==> config.mk <==
export PLATFORM = sky130hd
export DESIGN_NAME = jp_multi_flat
export DESIGN_NICKNAME = d
export VERILOG_FILES = /design/src/rtl/jp_multi_if.sv /design/src/rtl/jp_multi.sv /design/src/flat_wrapper.sv
export SDC_FILE = /design/constraint.sdc
export NUM_CORES = 1
export LEC_CHECK = 0
export BUFFER_PORTS_ARGS = -buffer_cell sky130_fd_sc_hd__buf_2
export CAP_MARGIN = 0
export CORE_MARGIN = 2
export CORE_UTILIZATION = 48
export DETAILED_ROUTE_END_ITERATION = 12
export GPL_ROUTABILITY_DRIVEN = 0
export PLACE_DENSITY = 0.78
export SYNTH_ARGS = -nofsm -noshare
export SYNTH_HDL_FRONTEND = slang
export SYNTH_SLANG_ARGS = --single-unit
==> constraint.sdc <==
create_clock -name clk -period 2.8 [get_ports clk]
set_input_delay 0.42 -clock clk [delete_from_list [all_inputs] [get_ports clk]]
set_output_delay 0.42 -clock clk [all_outputs]
set_load 0.02 [all_outputs]
==> src/rtl/jp_multi_if.sv <==
// CPU bus and shared pad wiring for the jp_multi joypad controller.
// The CPU/bench side uses the master modport; the controller uses the slave modport.
interface jp_multi_if #(
  parameter int NUM_PADS = 2
);
  logic                wr;
  logic [15:0]         addr;
  logic [7:0]          din;
  logic [7:0]          dout;
  logic [NUM_PADS-1:0] jp_data;
  logic                jp_clk;
  logic                jp_latch;

  modport master (
    output wr, addr, din, jp_data,
    input  dout, jp_clk, jp_latch
  );

  modport slave (
    input  wr, addr, din, jp_data,
    output dout, jp_clk, jp_latch
  );
endinterface

==> src/rtl/jp_multi.sv <==
// Joypad controller: polls 2 or 4 serial pads and serves NES-style reads of 0x4016/0x4017.
// Optional JP_DEBOUNCE_EN: a pad's state only updates when two consecutive polls agree.
module jp_multi #(
  parameter int NUM_PADS    = 2,
  parameter int CLK_DIV     = 250,
  parameter int POLL_CYCLES = 833333
) (
  input  logic        clk,
  input  logic        nres,
  jp_multi_if.slave   bus
);

  localparam int POLL_W = $clog2(POLL_CYCLES);
  localparam int PH_W   = $clog2(2 * CLK_DIV);
  localparam int SR_W   = (NUM_PADS == 4) ? 24 : 8;

  localparam logic [POLL_W-1:0] POLL_LAST  = POLL_W'(POLL_CYCLES - 1);
  localparam logic [PH_W-1:0]   LATCH_LAST = PH_W'(2 * CLK_DIV - 1);
  localparam logic [PH_W-1:0]   HALF_LAST  = PH_W'(CLK_DIV - 1);
  localparam logic [15:0]       ADDR_P0    = 16'h4016;
  localparam logic [15:0]       ADDR_P1    = 16'h4017;

  // The Four Score shifts its 0x10/0x20 signature MSB first, so it sits bit-reversed here.
  localparam logic [7:0] SIG_P0 = 8'b0000_1000;
  localparam logic [7:0] SIG_P1 = 8'b0000_0100;

  typedef enum logic [2:0] {
    S_IDLE,
    S_LATCH,
    S_CLK_HI,
    S_CLK_LO,
    S_UPDATE
  } state_e;

  state_e                        state_q, state_d;
  logic [POLL_W-1:0]             poll_cnt_q, poll_cnt_d;
  logic [PH_W-1:0]               phase_q, phase_d;
  logic [2:0]                    bit_idx_q, bit_idx_d;
  logic [NUM_PADS-1:0][7:0]      poll_q, poll_d;
  logic [NUM_PADS-1:0][7:0]      btn_q, btn_d;
`ifdef JP_DEBOUNCE_EN
  logic [NUM_PADS-1:0][7:0]      prev_q, prev_d;
`endif
  logic                          jp_clk_q, jp_clk_d;
  logic                          jp_latch_q, jp_latch_d;
  logic                          strobe_q, strobe_d;
  logic [1:0][SR_W-1:0]          sr_q, sr_d;
  logic [1:0][SR_W-1:0]          reload;
  logic [1:0]                    rd_prev_q;
  logic [1:0]                    acc;
  logic                          unused_din;

  assign unused_din = ^bus.din[7:1];

  generate
    if (NUM_PADS == 4) begin : g_four_score
      assign reload[0] = {SIG_P0, btn_q[2], btn_q[0]};
      assign reload[1] = {SIG_P1, btn_q[3], btn_q[1]};
    end else begin : g_two_pads
      assign reload[0] = btn_q[0];
      assign reload[1] = btn_q[1];
    end
  endgenerate

  assign acc[0] = !bus.wr && (bus.addr == ADDR_P0);
  assign acc[1] = !bus.wr && (bus.addr == ADDR_P1);

  // Poll sequencer and CPU-side next state.
  // NOTE: every variable gets a default at the top of always_comb so no path leaves a latch.
  always_comb begin
    state_d    = state_q;
    poll_cnt_d = (poll_cnt_q == POLL_LAST) ? '0 : poll_cnt_q + POLL_W'(1);
    phase_d    = phase_q;
    bit_idx_d  = bit_idx_q;
    poll_d     = poll_q;
    btn_d      = btn_q;
`ifdef JP_DEBOUNCE_EN
    prev_d     = prev_q;
`endif

    case (state_q)
      S_IDLE: begin
        if (poll_cnt_q == POLL_LAST) begin
          state_d = S_LATCH;
          phase_d = '0;
        end
      end
      S_LATCH: begin
        if (phase_q == LATCH_LAST) begin
          for (int p = 0; p < NUM_PADS; p++) poll_d[p][0] = ~bus.jp_data[p];
          phase_d   = '0;
          bit_idx_d = 3'd1;
          state_d   = S_CLK_HI;
        end else begin
          phase_d = phase_q + PH_W'(1);
        end
      end
      S_CLK_HI: begin
        if (phase_q == HALF_LAST) begin
          phase_d = '0;
          state_d = S_CLK_LO;
        end else begin
          phase_d = phase_q + PH_W'(1);
        end
      end
      S_CLK_LO: begin
        if (phase_q == HALF_LAST) begin
          for (int p = 0; p < NUM_PADS; p++) poll_d[p][bit_idx_q] = ~bus.jp_data[p];
          phase_d = '0;
          if (bit_idx_q == 3'd7) begin
            state_d = S_UPDATE;
          end else begin
            bit_idx_d = bit_idx_q + 3'd1;
            state_d   = S_CLK_HI;
          end
        end else begin
          phase_d = phase_q + PH_W'(1);
        end
      end
      S_UPDATE: begin
        for (int p = 0; p < NUM_PADS; p++) begin
`ifdef JP_DEBOUNCE_EN
          if (poll_q[p] == prev_q[p]) btn_d[p] = poll_q[p];
          prev_d[p] = poll_q[p];
`else
          btn_d[p] = poll_q[p];
`endif
        end
        state_d = S_IDLE;
      end
      default: state_d = S_IDLE;
    endcase

    jp_clk_d   = (state_d == S_CLK_HI);
    jp_latch_d = (state_d == S_LATCH);

    strobe_d = (bus.wr && (bus.addr == ADDR_P0)) ? bus.din[0] : strobe_q;

    // A read shifts its port once, when the access ends; strobe overrides any shift.
    for (int k = 0; k < 2; k++) begin
      if (strobe_q)                       sr_d[k] = reload[k];
      else if (rd_prev_q[k] && !acc[k])   sr_d[k] = {1'b1, sr_q[k][SR_W-1:1]};
      else                                sr_d[k] = sr_q[k];
    end
  end

  always_comb begin
    bus.dout = 8'h00;
    if (acc[0])      bus.dout = {7'b0, sr_q[0][0]};
    else if (acc[1]) bus.dout = {7'b0, sr_q[1][0]};
  end

  assign bus.jp_clk   = jp_clk_q;
  assign bus.jp_latch = jp_latch_q;

  // NOTE: sequential state uses non-blocking assignments only, so all flops update together.
  // NOTE: the per-pad byte arrays are a handful of flops, so they take reset like the rest.
  always_ff @(posedge clk) begin
    if (!nres) begin
      state_q    <= S_IDLE;
      poll_cnt_q <= '0;
      phase_q    <= '0;
      bit_idx_q  <= '0;
      poll_q     <= '0;
      btn_q      <= '0;
`ifdef JP_DEBOUNCE_EN
      prev_q     <= '0;
`endif
      jp_clk_q   <= 1'b0;
      jp_latch_q <= 1'b0;
      strobe_q   <= 1'b0;
      sr_q       <= '1;
      rd_prev_q  <= '0;
    end else begin
      state_q    <= state_d;
      poll_cnt_q <= poll_cnt_d;
      phase_q    <= phase_d;
      bit_idx_q  <= bit_idx_d;
      poll_q     <= poll_d;
      btn_q      <= btn_d;
`ifdef JP_DEBOUNCE_EN
      prev_q     <= prev_d;
`endif
      jp_clk_q   <= jp_clk_d;
      jp_latch_q <= jp_latch_d;
      strobe_q   <= strobe_d;
      sr_q       <= sr_d;
      rd_prev_q  <= acc;
    end
  end

endmodule
==> src/flat_wrapper.sv <==
// flat-port wrapper written by rule: the top's interface ports become plain ports
module jp_multi_flat 
#(
  parameter int NUM_PADS    = 2,
  parameter int CLK_DIV     = 250,
  parameter int POLL_CYCLES = 833333
)
  (clk, nres, bus_wr, bus_addr, bus_din, bus_jp_data, bus_dout, bus_jp_clk, bus_jp_latch);
  jp_multi_if #(.NUM_PADS(NUM_PADS)) bus_i ();
  input  logic clk;
  input  logic nres;
  input wire logic [$bits(bus_i.wr)-1:0] bus_wr;
  input wire logic [$bits(bus_i.addr)-1:0] bus_addr;
  input wire logic [$bits(bus_i.din)-1:0] bus_din;
  input wire logic [$bits(bus_i.jp_data)-1:0] bus_jp_data;
  output wire logic [$bits(bus_i.dout)-1:0] bus_dout;
  output wire logic [$bits(bus_i.jp_clk)-1:0] bus_jp_clk;
  output wire logic [$bits(bus_i.jp_latch)-1:0] bus_jp_latch;
  assign bus_i.wr = bus_wr;
  assign bus_i.addr = bus_addr;
  assign bus_i.din = bus_din;
  assign bus_i.jp_data = bus_jp_data;
  assign bus_dout = bus_i.dout;
  assign bus_jp_clk = bus_i.jp_clk;
  assign bus_jp_latch = bus_i.jp_latch;
  jp_multi #(.NUM_PADS(NUM_PADS), .CLK_DIV(CLK_DIV), .POLL_CYCLES(POLL_CYCLES)) u_core (.clk(clk), .nres(nres), .bus(bus_i));
endmodule
# Word level (Yosys, flattened, before mapping)
# Index checks and enable logic that the tools add are counted.
# op_classes
n_addsub	3
n_mux	29
bitwise	3
reduce_logical	20
eq_ne	16
magnitude_cmp	2
# ops
op	count
$mux W8	5
$mux W9	4
$eq A16 B15 Y1 const B	2
$pmux W9 S3	1
$mux W3	8
$add A20 B1 Y20 const B	1
$eq A20 B20 Y1 const B	1
$bwmux W8	2
$pmux W3 S4	1
$add A9 B1 Y9 const B	1
$eq A3 B2 Y1 const B	3
$eq A9 B8 Y1 const B	1
$eq A9 B9 Y1 const B	1
$eq A3 B1 Y1 const B	2
$eq A3 B3 Y1 const B	2
$logic_and A1 B1 Y1	6
$ne A2 B1 Y1 const B	3
$pmux W3 S2	1
$reduce_bool A2 Y1	3
$lt A3 B4 Y1 const B	1
$mux W1	4
$pmux W1 S2	2
$reduce_and A2 Y1	2
$reduce_and A4 Y1	1
10 further kinds	15
# totals
ff_bits	88

# Depth between registers and ports, before layout
# Gate-level depths: netlist (run 1).
# depth
word_depth	7
mapped_depth	8

# Least setup slack after synthesis (run 1)
# No wires, ideal clock.
# synth_timing
path_kind	flip-flop to flip-flop
startpoint	register u_core.poll_cnt_q[0]
endpoint	register u_core.phase_q[7]
setup_slack_ps	780
setup_ps	79
path_stages_with_launch	8
arrival_time_ps	1941
path_cell_list	dfxtp_1 -> inv_1 -> ha_1 -> or4b_4 -> nor4_4 -> a31oi_4 -> or3_1 -> a211oi_2
# synth_via
elab_chain_len	3
# synth_lines
item	line	rtl
from (decl)	jp_multi.sv:36	logic [POLL_W-1:0] poll_cnt_q, poll_cnt_d;
from (signal assigned)	jp_multi.sv:176	poll_cnt_q <= poll_cnt_d;
$eq A20 B20 Y1	jp_multi.sv:83	if (poll_cnt_q == POLL_LAST) begin
$ne A2 B1 Y1 (no source line)	-	
$reduce_and A2 Y1 (no source line)	-	
to (signal assigned)	jp_multi.sv:177	phase_q <= phase_d;
to (decl)	jp_multi.sv:37	logic [PH_W-1:0] phase_q, phase_d;
# Every way passes these cells.
# A chain may end at the register's enable or synchronous reset.

# Final worst setup path (run 1)
# Ends and elaborated chain as after synthesis.

==> reports/results.txt, run 1 <==
leak pwr: 1.59 nW
status: completed
H-tree Lvls: 3
Critical Path Sink Type: flip-flop
Die Span X: 94.9 um
CTS buffer count: 9
Finish-stage setup viols: 0
EDFF count, synth: 0
met2 usage: 30.7%
first-pass GRT wire length: 12,400 um
max cap viols: 0
Die Y-Extent: 94.9 um
Filler cells: 757
Clock Pin Slew Worst Setup and Hold Paths: 80 ps
Peak Freq: 456 MHz
Initial Util: 49.0%
post-CTS sizing: 0
core footprint: 0.00809 mm2
cts hold-fix bufs: 0
Power Dens Cells: 492 mW/mm2
WL/cell: 11.9 um
RSZ-0062 raised after global routing: no
dpl hpwl: 5080 um
root buf cell: clkbuf_8
register area: 0.00176 mm2
Routed WL: 7040 um
Power, Total: 2.11 mW
Antenna Cells: 0
Rows: 33
Synth Warn #: 0
Hold Path Class: input port to flip-flop
share of cells above drive strength 1: 10.5%
crit path DAT: 2460 ps
top_reg_cell synth: dfxtp_1
GRT Residual Overflow: 0
Ports: 39
drt pass-1 iters: 4
synthesized area per cell: 8.53 um2
largest net degree at the start of global routing: 48
insertion delay to the later sink of the worst-skew pair: 350 ps
DRC viols: 0
P&R area growth vs syn: 7.98%
asr flop ratio synth: 0%
crit path launch type: flip-flop
Max Clock Skew: 8.23 ps
setup TNS: 0 ps
Hold Fails Final Rpt: 0
Slew headroom: 47.0%
met3 GRT Util: 4.87%
Synth Instances: 465
number of global-route vias before repair: 2,971
Required @ worst endpoint: 3070 ps
post-CTS setup buffers: 0
drt first-iter violations: 139
Most Used Layer, Global Route: met2
post-synth cell types: 55
Period minus WS final: 2190 ps
CTS tree: built
initial antenna violation count: 0
Nets: 517
Clock Sinks: 88
Port Buffers: 24
Max Buffers Root-to-Sink: 2
Max Fanout on Critical Path: 10
post-route ant nets: 0
flip-flop and latch count after synthesis: 88
GRT Overall Usage: 17.3%
vias: 3,145
die area: 0.00901 mm2
crit share post-route: 78.4%
Slew Viols, Final: 0
synthesized area: 0.00397 mm2
Worst-Margin Slew: 788 ps
met1 Resource Use GR: 20.0%
VDD IR-drop max: 0.000270 V
sequential cell area fraction in the yosys report: 44.4%
Vias/cell: 5.32
area of the multi-input gates: 0.00203 mm2
WS Path Type: flip-flop to flip-flop
-- cell families (layout without fill, tap and decap cells) --
family                     count (synthesis)  count (layout)  synth area share [%]
and+or+nand+nor                          216             216                  27.6
DFF                                       88              88                  44.4
AOI/OAI and AO/OA                         79              79                  12.6
buffers and inverters                     39              54                  4.98
xor gates and xnor gates                  19              19                  4.19
muxes                                     17              17                  4.29
adders and majority gates                  6               6                  1.89
other                                      1               7                0.0945
-- metrics by stage --
| stage | instances | hold WS [ps] | area [um2] | utilization, % | worst slack (ps) |
|---|---|---|---|---|---|
| after global routing | 591 | 292 | 4280 | 52.9 | 457 |
| after global placement | 576 | 442 | 4110 | 50.8 | 642 |
| after CTS | 591 | 286 | 4280 | 52.9 | 598 |
| after detailed placement | 576 | 447 | 4110 | 50.8 | 624 |
| final | 591 | 303 | 4280 | 52.9 | 606 |
| after floorplan | 471 | 432 | 3990 | - | 780 |
-- synthesized netlist by cell type (3+ instances only) --
| master | instances | share of area (%) |
|---|---|---|
| a211oi_1 | 14 | 2.6 |
| a21oi_1 | 46 | 5.8 |
| a311oi_1 | 4 | 0.88 |
| and3_1 | 4 | 0.63 |
| and4_1 | 3 | 0.66 |
| buf_4 | 7 | 1.3 |
| clkbuf_1 | 13 | 1.2 |
| dfxtp_1 | 88 | 44 |
| ha_1 | 6 | 1.9 |
| inv_1 | 12 | 1.1 |
| mux2i_1 | 17 | 4.3 |
| nand2_1 | 56 | 5.3 |
| nand2b_1 | 3 | 0.47 |
| nand3_1 | 13 | 1.6 |
| nand3b_1 | 3 | 0.57 |
| nand4_1 | 8 | 1.3 |
| nor2_1 | 70 | 6.6 |
| nor2b_1 | 10 | 1.6 |
| nor3_1 | 13 | 1.6 |
| nor3b_1 | 3 | 0.57 |
| nor4_1 | 6 | 0.95 |
| nor4b_1 | 3 | 0.66 |
| nor4bb_1 | 3 | 0.76 |
| or3_1 | 4 | 0.63 |
| xnor2_1 | 15 | 3.3 |
| xor2_1 | 4 | 0.88 |
-- area by class of cell --
| type | instances | share of cell area [%] |
|---|---|---|
| clock inverters | 2 | 0.321 |
| flip-flops and latches | 88 | 41.1 |
| multi-input cells | 344 | 47.4 |
| repair buffers | 27 | 3.33 |
| inverters | 12 | 1.05 |
| clock buffers | 13 | 3.71 |
| well taps | 105 | 3.07 |
-- placed cells by master (no fill, tap or decap), types with 4 or more instances in the layout --
cell / synthesis / final
nand3_1: 13 / 13
ha_1: 6 / 6
and3_1: 4 / 4
dfxtp_1: 88 / 88
a211oi_1: 14 / 14
nand2_1: 56 / 56
buf_2: 2 / 24
or3_1: 4 / 4
nor3_1: 13 / 13
nand4_1: 8 / 8
a311oi_1: 4 / 4
xnor2_1: 15 / 15
clkbuf_8: 1 / 11
nor2b_1: 10 / 10
conb_1: 1 / 7
mux2i_1: 17 / 17
nor2_1: 70 / 70
xor2_1: 4 / 4
nor4_1: 6 / 6
a21oi_1: 46 / 46
inv_1: 12 / 12
-- critical path, stage by stage (launching register included) --
cell and delay, ps:
dfxtp_1 360, inv_1 70, ha_1 140, or4b_4 470, nor4_4 260, a31oi_4 200
or3_1 410, a211oi_2 210
-- state kept, by name, summed over array words and instances, names as in the netlist --
register / count
u_core.bit_idx_q: 3
u_core.btn_q: 16
u_core.bus.jp_clk: 1
u_core.bus.jp_latch: 1
u_core.phase_q: 9
u_core.poll_cnt_q: 20
u_core.poll_q: 16
u_core.rd_prev_q: 2
u_core.sr_q: 16
u_core.state_q: 3
u_core.strobe_q: 1
-- report_power, final --
| group | leakage (nW) | internal (mW) | switching [mW] |
|---|---|---|---|
| logic | 0.791 | 0.0233 | 0.0468 |
| registers | 0.710 | 1.25 | 0.00460 |
| clock network | 0.0899 | 0.369 | 0.410 |
| total | 1.59 | 1.65 | 0.461 |
-- per-layer routing --
layer | up-vias | wire, um
met2 | 55 | 3400
met1 | 1434 | 3230
met3 | 5 | 330
met4 | 0 | 79
met5 | - | 0
li1 | 1651 | -
-- worst paths after layout --
| check | from | endpoint | slack (ps) | cells after the start |
|---|---|---|---|---|
| min reg2reg | u_core.poll_q[5] | u_core.btn_q[5] | 460 | 2 |
| min | bus_addr[0] | u_core.rd_prev_q[0] | 300 | 2 |
| max reg2reg | u_core.poll_cnt_q[0] | u_core.phase_q[7] | 610 | 7 |
| max | u_core.poll_cnt_q[0] | u_core.phase_q[7] | 610 | 7 |
(Power assumes the default switching activity.)
==> inputs of run 2 (changes only) <==
==> constraint.sdc (replaced) <==
create_clock -name clk -period 2.2 [get_ports clk]
set_input_delay 0.33 -clock clk [delete_from_list [all_inputs] [get_ports clk]]
set_output_delay 0.33 -clock clk [all_outputs]
set_load 0.02 [all_outputs]
==> run 2 against run 1 <==
Power is 32% higher; clock power increased by 40%; via count is 1.2% higher; maximum frequency rose by 6.2%; sequential share of layout area decreased by 0.92 points; setup slack worse by 470 ps; clock skew grew 1.7 ps; sequential power rose by 27%; global-route usage rose by 0.28 points; utilization is 1.2 points higher.
==> reports/results.txt, run 2 (same netlist as run 1, synthesis figures left out) <==
status: completed (unchanged)
Finish-stage setup viols: 0 (unchanged)
Antenna Cells: 0 (unchanged)
DRC viols: 0 (unchanged)
H-tree Lvls: 3 (unchanged)
Power, Total: 2.79 mW (was 2.11 mW)
die area: 0.00901 mm2 (unchanged)
Vias/cell: 5.29 (was 5.32)
Power Dens Cells: 636 mW/mm2 (was 492 mW/mm2)
Period minus WS final: 2070 ps (was 2190 ps)
max cap viols: 0 (unchanged)
max FFs per register: 20 (unchanged)
Max Buffers Root-to-Sink: 2 (unchanged)
crit path launch type: flip-flop (unchanged)
dpl hpwl: 5300 um (was 5080 um)
GRT Overall Usage: 17.6% (was 17.3%)
vias: 3,184 (was 3,145)
post-placement cell count: 586 (was 576)
commonest non-fill, non-tap cells in the layout: dfxtp_1 (88), nor2_1 (70), nand2_1 (56) (unchanged)
GRT Residual Overflow: 0 (unchanged)
Slew Viols, Final: 0 (unchanged)
post-CTS setup buffers: 0 (unchanged)
Required @ worst endpoint: 2480 ps (was 3070 ps)
Initial Util: 49.0% (unchanged)
Port Buffers: 24 (unchanged)
VDD IR-drop max: 0.000495 V (was 0.000270 V)
drt first-iter violations: 126 (was 139)
Max Clock Skew: 9.90 ps (was 8.23 ps)
RSZ-0062 raised after global routing: no (unchanged)
PnR worst setup slack: 134 ps (was 606 ps)
Filler cells: 751 (was 757)
cts hold-fix bufs: 0 (unchanged)
leak pwr: 1.64 nW (was 1.59 nW)
Peak Freq: 484 MHz (was 456 MHz)
Hold Path Class: input port to flip-flop (unchanged)
WL/cell: 12.2 um (was 11.9 um)
Die Span X: 94.9 um (unchanged)
Clock Sinks: 88 (unchanged)
CTS tree: built (unchanged)
Rows: 33 (unchanged)
Slew headroom: 48.9% (was 47.0%)
CTS buffer count: 9 (unchanged)
Hold Fails Final Rpt: 0 (unchanged)
number of global-route vias before repair: 2,936 (was 2,971)
WS Path Type: flip-flop to flip-flop (unchanged)
pre-CTS WS: 153 ps (was 624 ps)
Post-Layout Cell Count: 602 (was 591)
Worst-Margin Slew: 763 ps (was 788 ps)
commonest non-fill, non-tap cell in the layout: dfxtp_1 (unchanged)
core footprint: 0.00809 mm2 (unchanged)
largest net degree at the start of global routing: 20 (was 48)
drt pass-1 iters: 4 (unchanged)
first-pass GRT wire length: 12,700 um (was 12,400 um)
setup TNS: 0 ps (unchanged)
initial antenna violation count: 0 (unchanged)
crit path DAT: 2340 ps (was 2460 ps)
post-route ant nets: 0 (unchanged)
Die Y-Extent: 94.9 um (unchanged)
Routed WL: 7370 um (was 7040 um)
post-CTS sizing: 0 (unchanged)
Clock Pin Slew Worst Setup and Hold Paths: 90 ps (was 80 ps)
crit share post-route: 93.9% (was 78.4%)
Biggest register: u_core.poll_cnt_q (unchanged)
Critical Path Sink Type: flip-flop (unchanged)
share of cells above drive strength 1: 12.7% (was 10.5%)
root buf cell: clkbuf_8 (unchanged)
P&R area growth vs syn: 10.4% (was 7.98%)
Nets: 527 (was 517)
insertion delay to the later sink of the worst-skew pair: 350 ps (about the same)
Max Fanout on Critical Path: 4 (was 10)
Ports: 39 (unchanged)
run 2: cell count changes in the layout (fill, tap and decap cells not counted), sizes merged:
cell,before,now
buf,27,37
bufinv,0,1
clkbuf,13,10
clkinv,1,2
clkinvlp,0,2
run 2: layer usage:
metal	part of all wire, %	vias to the layer above	GRT usage [%]	wire length, um
li1	-	1657	-	-
met1	45	1464	20.3	3350
met2	49	58	31.4	3600
met3	4.7	5	4.87	347
met4	0.88	0	5.80	65
met5	0	-	0	0
run 2: worst paths after layout:
path | start | endpoint | slack, ps | cells after the start
setup / recovery | u_core.poll_cnt_q[1] | u_core.phase_q[7] | 130 | 7
hold / removal | bus_addr[0] | u_core.rd_prev_q[0] | 200 | 2
setup reg to reg | u_core.poll_cnt_q[1] | u_core.phase_q[7] | 130 | 7
hold reg to reg | u_core.poll_q[6] | u_core.btn_q[6] | 450 | 2
run 2: metrics by stage:
step                      util [%]  cell area [um2]  hold WS, ps
final                         54.1             4380          205
after global routing          54.1             4380          193
after CTS                     54.1             4380          183
after detailed placement      51.7             4190          449
after global placement        51.7             4190          442
after floorplan                  -             3990          402
run 2: critical path, stage by stage (launching register included):
cell and delay (ps):
dfxtp_1 340, inv_1 60, ha_1 120, or4b_4 460, nor4_4 270, a31oi_4 130, or3_1 390, a211oi_2 200
run 2: power breakdown:
part	internal (mW)	total (mW)	switching, mW
Combinational	0.0345	0.0969	0.0624
Sequential	1.60	1.60	0.00472
Clock	0.529	1.09	0.560
run 2: cell type report:
class                           instances  area, um2  share of cell area [%]
Sequential cell                        88       1760                    40.2
Clock inverter                          6       67.6                    1.54
Inverter                               12       45.0                    1.03
Tap cell                              105        131                    3.00
Multi-Input combinational cell        344       2030                    46.3
Timing Repair Buffer                   37        218                    4.97
Clock buffer                           10        128                    2.91
==> inputs of run 3 (changes only) <==
--- a/config.mk
+++ b/config.mk
@@ -11,7 +11,7 @@
 export CORE_UTILIZATION = 48
 export DETAILED_ROUTE_END_ITERATION = 12
 export GPL_ROUTABILITY_DRIVEN = 0
-export PLACE_DENSITY = 0.78
+export PLACE_DENSITY = 0.75
 export SYNTH_ARGS = -nofsm -noshare
 export SYNTH_HDL_FRONTEND = slang
 export SYNTH_SLANG_ARGS = --single-unit
==> run 3 against run 2 <==
Sequential share of layout area is essentially flat; via count about the same; critical path type unchanged; sequential power about the same; hold slack worse by 3.3 ps; non-clock buffer count is the same; register-to-register slack lost 50 ps; clock power decreased by 6%; die area unchanged; critical path depth up 1; flip-flop and latch count did not move.
==> reports/results.txt, run 3 (same netlist as run 1, synthesis figures left out) <==
status: completed (unchanged)
crit share post-route: 96.1% (was 93.9%)
core footprint: 0.00809 mm2 (unchanged)
Required @ worst endpoint: 2440 ps (was 2480 ps)
number of global-route vias before repair: 3,062 (was 2,936)
crit path DAT: 2350 ps (was 2340 ps)
Routed WL: 7570 um (was 7370 um)
cts hold-fix bufs: 0 (unchanged)
clock share of power: 37.3% (was 39.1%)
combinational share of power: 3.9% (was 3.5%)
WL/cell: 12.6 um (was 12.2 um)
Peak Freq: 473 MHz (was 484 MHz)
Hold WS: 202 ps (was 205 ps)
share of cells above drive strength 1: 14.3% (was 12.7%)
RSZ-0062 raised after global routing: yes (was no)
dpl hpwl: 5420 um (was 5300 um)
max FFs per register: 20 (unchanged)
leak pwr: 1.64 nW (about the same)
Hold Path Class: input port to flip-flop (unchanged)
H-tree Lvls: 3 (unchanged)
CTS buffer count: 9 (unchanged)
Slew headroom: 51.2% (was 48.9%)
Clock Sinks: 88 (unchanged)
Critical Path Sink Type: flip-flop (unchanged)
Worst-Margin Slew: 729 ps (was 763 ps)
FF-to-FF path depth: 8 (was 7)
hold path depth: 2 (unchanged)
share of power burned in registers: 58.8% (was 57.4%)
first-pass GRT wire length: 13,200 um (was 12,700 um)
commonest non-fill, non-tap cells in the layout: dfxtp_1 (86), nor2_1 (70), nand2_1 (56) (was dfxtp_1 (88), nor2_1 (70), nand2_1 (56))
WS Path Type: flip-flop to flip-flop (unchanged)
Power Dens Cells: 620 mW/mm2 (was 636 mW/mm2)
crit path launch type: flip-flop (unchanged)
post-placement cell count: 584 (was 586)
Finish-stage setup viols: 0 (unchanged)
P&R area growth vs syn: 10.8% (was 10.4%)
Reg2Reg Setup Slack: 80 ps (was 130 ps)
post-layout util: 54.3% (was 54.1%)
setup TNS: 0 ps (unchanged)
Hold Crit Start: bus_addr[0] (unchanged)
Vias/cell: 5.29 (about the same)
Setup crit start: u_core.poll_cnt_q[1] (unchanged)
switching power: 644 uW (was 627 uW)
Biggest register: u_core.poll_cnt_q (unchanged)
Sw Share: 23.7% (was 22.5%)
Die Y-Extent: 94.9 um (unchanged)
vias: 3,183 (was 3,184)
Rows: 33 (unchanged)
r2r endpoint: u_core.phase_q[4] (was u_core.phase_q[7])
DRC viols: 0 (unchanged)
largest net degree at the start of global routing: 34 (was 20)
die area: 0.00901 mm2 (unchanged)
cell internal pwr: 2.08 mW (was 2.16 mW)
post-route ant nets: 0 (unchanged)
GRT Residual Overflow: 0 (unchanged)
Max Buffers Root-to-Sink: 2 (unchanged)
Ports: 39 (unchanged)
insertion delay to the later sink of the worst-skew pair: 360 ps (was 350 ps)
Filler cells: 767 (was 751)
max cap viols: 0 (unchanged)
drt first-iter violations: 129 (was 126)
CTS tree: built (unchanged)
Max Clock Skew: 9.20 ps (was 9.90 ps)
Clock Pin Slew Worst Setup and Hold Paths: 90 ps (about the same)
PnR worst setup slack: 85.0 ps (was 134 ps)
WHS Endpoint: u_core.rd_prev_q[0] (unchanged)
root buf cell: clkbuf_8 (unchanged)
Die Span X: 94.9 um (unchanged)
GRT Overall Usage: 18.4% (was 17.6%)
Post-Layout Cell Count: 602 (unchanged)
pre-CTS WS: 138 ps (was 153 ps)
Period minus WS final: 2120 ps (was 2070 ps)
Initial Util: 49.0% (unchanged)
Port Buffers: 24 (unchanged)
Nets: 527 (unchanged)
commonest non-fill, non-tap cell in the layout: dfxtp_1 (unchanged)
initial antenna violation count: 0 (unchanged)
drt pass-1 iters: 4 (unchanged)
Antenna Cells: 0 (unchanged)
Hold Fails Final Rpt: 0 (unchanged)
VDD IR-drop max: 0.000325 V (was 0.000495 V)
Max Fanout on Critical Path: 9 (was 4)
Slew Viols, Final: 0 (unchanged)
reg2reg start: u_core.poll_cnt_q[1] (unchanged)
-- run 3: cell types whose count changed in the layout (fill, tap and decap cells not counted), sizes merged --
cell,before,now
bufinv,1,0
inv,13,14
-- run 3: worst max-delay path by stage --
stage          slack [ps]  cells after the start                end
2_1_floorplan         180                      7  u_core.phase_q[7]
3_3_place_gp          150                      7  u_core.phase_q[7]
3_5_place_dp          140                      7  u_core.phase_q[7]
4_1_cts                90                      7  u_core.phase_q[7]
5_1_grt                -6                      7  u_core.phase_q[7]
6_report               80                      8  u_core.phase_q[4]
-- run 3: layout make-up --
class                      instances  area [um2]  share of cell area, %
multi-input combinational        344        2050                   46.7
timing repair buffer              37         218                   4.95
clock buffer                      10         138                   3.13
inverter                          12        45.0                   1.03
tap                              105         131                   2.99
sequential                        88        1770                   40.2
clock inverter                     6        42.5                  0.968
-- run 3: stage by stage --
stage / area, um2 / total power, mW
2_1_floorplan: 3990 / 1.71
3_3_place_gp: 4170 / 1.73
3_5_place_dp: 4170 / 1.73
4_1_cts: 4350 / 2.75
5_1_grt: 4390 / 2.84
6_report: 4390 / 2.72
-- run 3: metal layers --
layer  part of all wire [%]  GRT usage, %  vias to the layer above
li1                       -             -                     1663
met1                     46          21.7                     1443
met2                     48          32.3                       70
met3                    5.0          4.07                        7
met4                    1.4          7.61                        0
met5                      0             0                        -
-- run 3: worst max-delay path, cell delays in order (launching register included) --
cell      delay, ps
dfxtp_2         340
inv_2            70
ha_4            120
or4b_4          470
nor4_4          400
a31oi_4         140
buf_4           190
nor3_1          190
a211oi_1         80
-- run 3: repair_timing --
action	CTS	global route
setup buffers	0	2
endpoints found under the setup margin	0	2
gates resized for setup	0	9
-- run 3: power by group through the flow --
stage / sequential [mW] / combinational (mW) / clock, mW
detailed placement: 1.64 / 0.0957 / 0
finish: 1.60 / 0.107 / 1.02
CTS: 1.60 / 0.0963 / 1.05
global route: 1.60 / 0.118 / 1.12
floorplan: 1.64 / 0.0685 / 0
global placement: 1.64 / 0.0922 / 0
